--- src/rtl/axi_pkg.sv ---
// Shared AXI4 encodings and the line-master FSM state type.
package axi_pkg;

    localparam logic [1:0] AXI_BURST_INCR = 2'b01;

    localparam logic [1:0] AXI_RESP_OKAY   = 2'b00;
    localparam logic [1:0] AXI_RESP_EXOKAY = 2'b01;
    localparam logic [1:0] AXI_RESP_SLVERR = 2'b10;
    localparam logic [1:0] AXI_RESP_DECERR = 2'b11;

    typedef enum logic [2:0] {
        StIdle,
        StAr,
        StR,
        StAw,
        StW,
        StB,
        StDone
    } axi_line_state_e;

endpackage

--- src/rtl/axi_line_master.sv ---
// AXI4 burst initiator: moves one whole cache line per request as a single INCR burst.
// One transaction outstanding; a single line register serves as both write source and read sink.
module axi_line_master
    import axi_pkg::*;
#(
    parameter int unsigned ADDR_W = 32,
    parameter int unsigned DATA_W = 32,
    parameter int unsigned ID_W   = 4,
    parameter int unsigned BEATS  = 4,
    parameter int unsigned AXI_ID = 0
) (
    input  logic                      clk_i,
    input  logic                      rst_n_i,

    input  logic                      req_valid_i,
    output logic                      req_ready_o,
    input  logic                      req_we_i,
    input  logic [ADDR_W-1:0]         req_addr_i,
    input  logic [DATA_W*BEATS-1:0]   req_wdata_i,

    output logic                      resp_valid_o,
    input  logic                      resp_ready_i,
    output logic [DATA_W*BEATS-1:0]   resp_rdata_o,
    output logic                      resp_err_o,

    output logic                      m_axi_awvalid,
    input  logic                      m_axi_awready,
    output logic [ADDR_W-1:0]         m_axi_awaddr,
    output logic [ID_W-1:0]           m_axi_awid,
    output logic [7:0]                m_axi_awlen,
    output logic [1:0]                m_axi_awburst,

    output logic                      m_axi_wvalid,
    input  logic                      m_axi_wready,
    output logic [DATA_W-1:0]         m_axi_wdata,
    output logic [DATA_W/8-1:0]       m_axi_wstrb,
    output logic                      m_axi_wlast,

    input  logic                      m_axi_bvalid,
    output logic                      m_axi_bready,
    input  logic [1:0]                m_axi_bresp,
    input  logic [ID_W-1:0]           m_axi_bid,

    output logic                      m_axi_arvalid,
    input  logic                      m_axi_arready,
    output logic [ADDR_W-1:0]         m_axi_araddr,
    output logic [ID_W-1:0]           m_axi_arid,
    output logic [7:0]                m_axi_arlen,
    output logic [1:0]                m_axi_arburst,

    input  logic                      m_axi_rvalid,
    output logic                      m_axi_rready,
    input  logic [DATA_W-1:0]         m_axi_rdata,
    input  logic [1:0]                m_axi_rresp,
    input  logic [ID_W-1:0]           m_axi_rid,
    input  logic                      m_axi_rlast
);

    localparam int unsigned LINE_W  = DATA_W * BEATS;
    localparam int unsigned LINE_B  = LINE_W / 8;
    localparam int unsigned CNT_W   = $clog2(BEATS);
    localparam logic [CNT_W-1:0]  LAST_BEAT = CNT_W'(BEATS - 1);
    localparam logic [ID_W-1:0]   OWN_ID    = ID_W'(AXI_ID);
    localparam logic [ADDR_W-1:0] ALIGN_MASK = ~ADDR_W'(LINE_B - 1);

    axi_line_state_e state_q, state_d;

    logic [ADDR_W-1:0] addr_q;
    logic [LINE_W-1:0] line_q;
    logic [CNT_W-1:0]  cnt_q;
    logic              err_q;
    logic              last_beat;

    assign last_beat = (cnt_q == LAST_BEAT);

    // State register
    always_ff @(posedge clk_i or negedge rst_n_i) begin
        if (!rst_n_i) begin
            state_q <= StIdle;
        end else begin
            state_q <= state_d;
        end
    end

    // Next-state logic; read termination follows the beat counter, never RLAST
    always_comb begin
        state_d = state_q;
        unique case (state_q)
            StIdle: if (req_valid_i)               state_d = req_we_i ? StAw : StAr;
            StAr:   if (m_axi_arready)             state_d = StR;
            StR:    if (m_axi_rvalid && last_beat) state_d = StDone;
            StAw:   if (m_axi_awready)             state_d = StW;
            StW:    if (m_axi_wready && last_beat) state_d = StB;
            StB:    if (m_axi_bvalid)              state_d = StDone;
            StDone: if (resp_ready_i)              state_d = StIdle;
            default:                               state_d = StIdle;
        endcase
    end

    // Output decode from registered state only
    always_comb begin
        req_ready_o   = (state_q == StIdle) && rst_n_i;
        resp_valid_o  = (state_q == StDone);
        m_axi_arvalid = (state_q == StAr);
        m_axi_rready  = (state_q == StR);
        m_axi_awvalid = (state_q == StAw);
        m_axi_wvalid  = (state_q == StW);
        m_axi_bready  = (state_q == StB);
        m_axi_wlast   = (state_q == StW) && last_beat;
        m_axi_wdata   = '0;
        for (int i = 0; i < BEATS; i++) begin
            if (cnt_q == CNT_W'(i)) m_axi_wdata = line_q[i*DATA_W +: DATA_W];
        end
    end

    assign m_axi_wstrb   = '1;
    assign m_axi_araddr  = addr_q;
    assign m_axi_awaddr  = addr_q;
    assign m_axi_arlen   = 8'(BEATS - 1);
    assign m_axi_awlen   = 8'(BEATS - 1);
    assign m_axi_arburst = AXI_BURST_INCR;
    assign m_axi_awburst = AXI_BURST_INCR;
    assign m_axi_arid    = OWN_ID;
    assign m_axi_awid    = OWN_ID;
    assign resp_rdata_o  = line_q;
    assign resp_err_o    = err_q;

    // Datapath: request capture, beat counter, line buffer and sticky error
    always_ff @(posedge clk_i or negedge rst_n_i) begin
        if (!rst_n_i) begin
            addr_q <= '0;
            line_q <= '0;
            cnt_q  <= '0;
            err_q  <= 1'b0;
        end else begin
            unique case (state_q)
                StIdle: begin
                    if (req_valid_i) begin
                        addr_q <= req_addr_i & ALIGN_MASK;
                        line_q <= req_wdata_i;
                        cnt_q  <= '0;
                        err_q  <= 1'b0;
                    end
                end
                StR: begin
                    if (m_axi_rvalid) begin
                        for (int i = 0; i < BEATS; i++) begin
                            if (cnt_q == CNT_W'(i)) line_q[i*DATA_W +: DATA_W] <= m_axi_rdata;
                        end
                        cnt_q <= cnt_q + CNT_W'(1);
                        if ((m_axi_rresp != AXI_RESP_OKAY) || (m_axi_rid != OWN_ID) ||
                            (m_axi_rlast != last_beat)) begin
                            err_q <= 1'b1;
                        end
                    end
                end
                StW: begin
                    // Counter wraps to zero after the last beat since BEATS is a power of two
                    if (m_axi_wready) cnt_q <= cnt_q + CNT_W'(1);
                end
                StB: begin
                    if (m_axi_bvalid &&
                        ((m_axi_bresp != AXI_RESP_OKAY) || (m_axi_bid != OWN_ID))) begin
                        err_q <= 1'b1;
                    end
                end
                default: ;
            endcase
        end
    end

endmodule

--- config.mk ---
export PLATFORM = sky130hd
export DESIGN_NAME = axi_line_master
export DESIGN_NICKNAME = d
export VERILOG_FILES = /design/src/rtl/axi_pkg.sv /design/src/rtl/axi_line_master.sv
export SDC_FILE = /design/constraint.sdc
export NUM_CORES = 1
export LEC_CHECK = 0
export CAP_MARGIN = 20
export CORE_AREA = 2 2 185 187
export CTS_CLUSTER_DIAMETER = 60
export DETAILED_ROUTE_END_ITERATION = 8
export DIE_AREA = 0 0 187 189
export GPL_ROUTABILITY_DRIVEN = 0
export GPL_TIMING_DRIVEN = 0
export SLEW_MARGIN = 40
export SYNTH_ARGS = -nofsm -noshare
export SYNTH_HDL_FRONTEND = slang
export SYNTH_SLANG_ARGS = --single-unit
--- constraint.sdc ---
create_clock -name clk_i -period 2 [get_ports clk_i]
set_clock_uncertainty 0.2 [all_clocks]
set_input_delay 0.2 -clock clk_i [delete_from_list [all_inputs] [get_ports clk_i]]
set_output_delay 0.2 -clock clk_i [all_outputs]
set_load 0.05 [all_outputs]
==> key figures, run 1 <==
Drt
  • Final wirelength: 45200 um
  • Routed vias/inst: about 4.8
  • # DRC: 0
  • First-pass iteration count of the detailed router: 7
  • Vias: slightly below 10000
  • Initial DRC count: between 400 and 500
  • Avg WL per Cell: ~22 um
  • Antenna viol nets, final: 0

Timing
  • Fmax: 384 MHz
  • Slew HR: 0.562
  • Final setup vio count: 167
  • Post-route setup slack: -0.608 ns
  • Period Utilization, post-route: 1.30
  • Min Tclk post-route: about 2.6 ns
  • Worst slew pin tran: ~0.66 ns
  • Fin. Hold Viols: 0
  • RSZ-0062 raised after global routing: yes
  • Max-slew violations: 0

GRT
  • Grt peak-use layer: met2
  • Largest net degree at the start of global routing: 66
  • Global route overflow: 0
  • Met1 Usage GRT: 0.306
  • GRT Resource Usage Total: 0.247
  • First-pass GRT wire length: approximately 65000 um
  • GRT met3 Usage: 0.0580
  • Vias in the first global route: between 10000 and 15000
  • M2 GR Usage: 0.425
  • Initial antenna violation count: 1

Clock tree
  • CTS tree: built
  • Clock-pin slew on the worst setup and hold paths: around 0.07 ns
  • # H-tree levels: 4
  • Root buf cell: clkbuf_16
  • Clock Latency Late Sink: 0.43 ns
  • Total CTS buffers: 17
  • CTS Buffer Depth: 2
  • Clk sink count: 162

Yosys
  • Library cells used by synthesis: 40
  • Top cells by area, synth: dfrtp_1 (47%), a21oi_1 (11%), nand2_1 (8.6%)
  • Top cell type's share of synthesized area: 0.475
  • Sequential-to-total area share from yosys stat: 0.475
  • Syn Inst Count: 1005
  • FFs w/ async S/R, synth: 1.00
  • Mapped Area: 0.00854 mm^2
  • Post-synth EDFFs: 0
  • Most area-hungry cell type in the Yosys netlist: dfrtp_1
  • Dominant synthesized flop cell: dfrtp_1
  • Synthesis Warnings: 0
  • Mean area per synthesized cell: 8.50 um^2
  • Top cells by count, synth: a21oi_1 (196), nand2_1 (196), dfrtp_1 (162)
  • #FFs+latches synth: 162

Die
  • Die X: 187 um
  • Die height: about 190 um
  • I/O pins: between 400 and 500
  • Full die area: 0.0353 mm^2
  • Core ar.: approximately 0.033 mm^2
  • Starting Density: 0.257
  • Std-Cell Rows: 67

Power and ir drop
  • Worst vdd ir: around 1000 uV
  • Comb pwr share: 0.736
  • Power, Total: about 36 mW
  • Sequential power share: 0.170
  • Internal: between 15 and 20 mW
  • Net Switching: 19.7 mW
  • Clock network power share: 0.094
  • Leakage: around 7.5 nW
  • Sw Share: 0.546
  • Pwr Density: 2140 mW/mm^2

Placement
  • # port buffers: about 440
  • Placed Area: around 0.014 mm^2
  • Post-DP HPWL: between 30000 and 40000 um

Critical path
  • Reg2reg setup slack: -0.24 ns
  • Crit path DAT: around 2.2 ns
  • Setup crit end kind: output pin
  • Critical Path Fanout Max: 7
  • Type of the worst setup path: reg -> out
  • Startpoint types: register
  • CP required: between 1.5 and 2 ns

Cells and area
  • Layout cells sized above 1: 0.340
  • Fin area: between 0.015 and 0.02 mm^2
  • Layout Nets: ~1800
  • Layout fillers: about 3200
  • Synth-to-Final Area Change: 97.6%

Status
  • Status: finished with violations
  • Failing checks: negative setup slack

Hold path
  • Worst hold path class: in -> reg

Job
  • Max Cap Viol: 0
==> cell type report <==
class,count,area [um^2],share of cell area
timing repair buffer,499,5220,0.309
tap,448,561,0.0332
buffer,140,1480,0.0879
sequential,162,4060,0.240
antenna,1,2.50,0.000148
clock inverter,10,138,0.00816
inverter,4,22.5,0.00133
clock buffer,20,437,0.0259
multi-input combinational,734,4960,0.294
==> placed cells by master (no fill, tap or decap), types with 10 or more instances in the layout <==
cell type,count
clkdlybuf4s50_1,209
dlygate4sd2_1,185
nand2_1,182
dfrtp_1,160
o21ai_1,122
a21oi_2,119
buf_4,90
a21oi_1,71
conb_1,40
buf_6,39
clkbuf_16,35
and2_4,34
nand3b_1,32
o21ai_4,32
buf_8,32
mux2_2,31
buf_12,19
clkbuf_8,15
nand2_2,12
clkbuf_4,10
==> layer usage <==
layer | up-vias | routed length [um] | part of all wire
met4 | 0 | 925 | 0.020
met5 | - | 0 | 0
met2 | 431 | 22200 | 0.49
li1 | 4440 | - | -
met3 | 59 | 2870 | 0.064
met1 | 4721 | 19200 | 0.42
==> power groups by stage <==
stage / Sequential [mW] / Combinational (mW) / Clock (mW)
floorplan: 11.0 / 9.35 / 0
detailed placement: 6.17 / 22.4 / 0
CTS: 6.08 / 25.2 / 3.46
global placement: 6.11 / 22.3 / 0
finish: 6.14 / 26.5 / 3.39
global route: 6.36 / 27.7 / 3.58
==> flip-flops by register name (all words and copies together), names as in the netlist <==
register	count
resp_rdata_o	128
m_axi_araddr	28
state_q	3
cnt_q	2
resp_err_o	1
==> final timing paths <==
path / from / endpoint / cells after the start
min in group asynchronous: rst_n_i / resp_rdata_o[0]$_DFFE_PN0P_ / 7
setup reg to reg: cnt_q[0]$_DFFE_PN0P_ / resp_rdata_o[117]$_DFFE_PN0P_ / 10
max in group asynchronous: rst_n_i / resp_rdata_o[77]$_DFFE_PN0P_ / 6
hold / removal: req_we_i / state_q[1]$_DFFE_PN0P_ / 3
hold reg to reg: resp_rdata_o[102]$_DFFE_PN0P_ / resp_rdata_o[102]$_DFFE_PN0P_ / 2
setup / recovery: cnt_q[0]$_DFFE_PN0P_ / m_axi_wdata[3] / 8
==> metrics by stage <==
step	instances	hold WS [ns]	utilization	setup TNS (ns)	setup slack [ns]
2_1_floorplan	1043	-0.296	-	-0.0176	-0.0171
3_3_place_gp	1926	0.287	0.421	-1246.30	-6.83
3_5_place_dp	1928	-0.0829	0.423	-139.63	-1.58
4_1_cts	2001	0.127	0.486	-35.93	-0.636
5_1_grt	2018	0.160	0.507	-49.59	-0.679
6_report	2018	0.173	0.507	-39.44	-0.608
==> cells by family (layout without fill, tap and decap cells) <==
logic type,count (synthesis),in the layout,synth area share
AOI/OAI and AO/OA,366,366,0.218
xor gates and xnor gates,2,2,0.00205
adders and majority gates,4,4,0.00586
buffers and inverters,147,673,0.0968
DFF,162,162,0.475
muxes,32,32,0.0421
other,2,41,0.000879
and+or+nand+nor,290,290,0.159
==> worst max-delay path, cell delays in order (launching register included) <==
cell and delay, ns:
dfrtp_2 0.45, ha_4 0.18, clkbuf_16 0.17, clkbuf_16 0.16, nand3b_1 0.22, a21oi_4 0.18
a21oi_2 0.06, o21ai_4 0.17, buf_8 0.17
==> what timing repair did <==
action                                  in CTS  in global routing
setup buffers                               31                 16
endpoints found under the hold margin      162                125
pin swaps                                   45                 79
endpoints found under the setup margin     370                189
hold buffers                                 7                  1
resized for setup                          871                171
cloned                                       7                  7
No activity file was read; power rests on OpenSTA's default activity.
==> run 2, diff against run 1 <==
- CTS_CLUSTER_SIZE: unset -> 20
==> results of run 2 <==
Same layout as run 1: the final DEF is identical, and so are final timing and power.
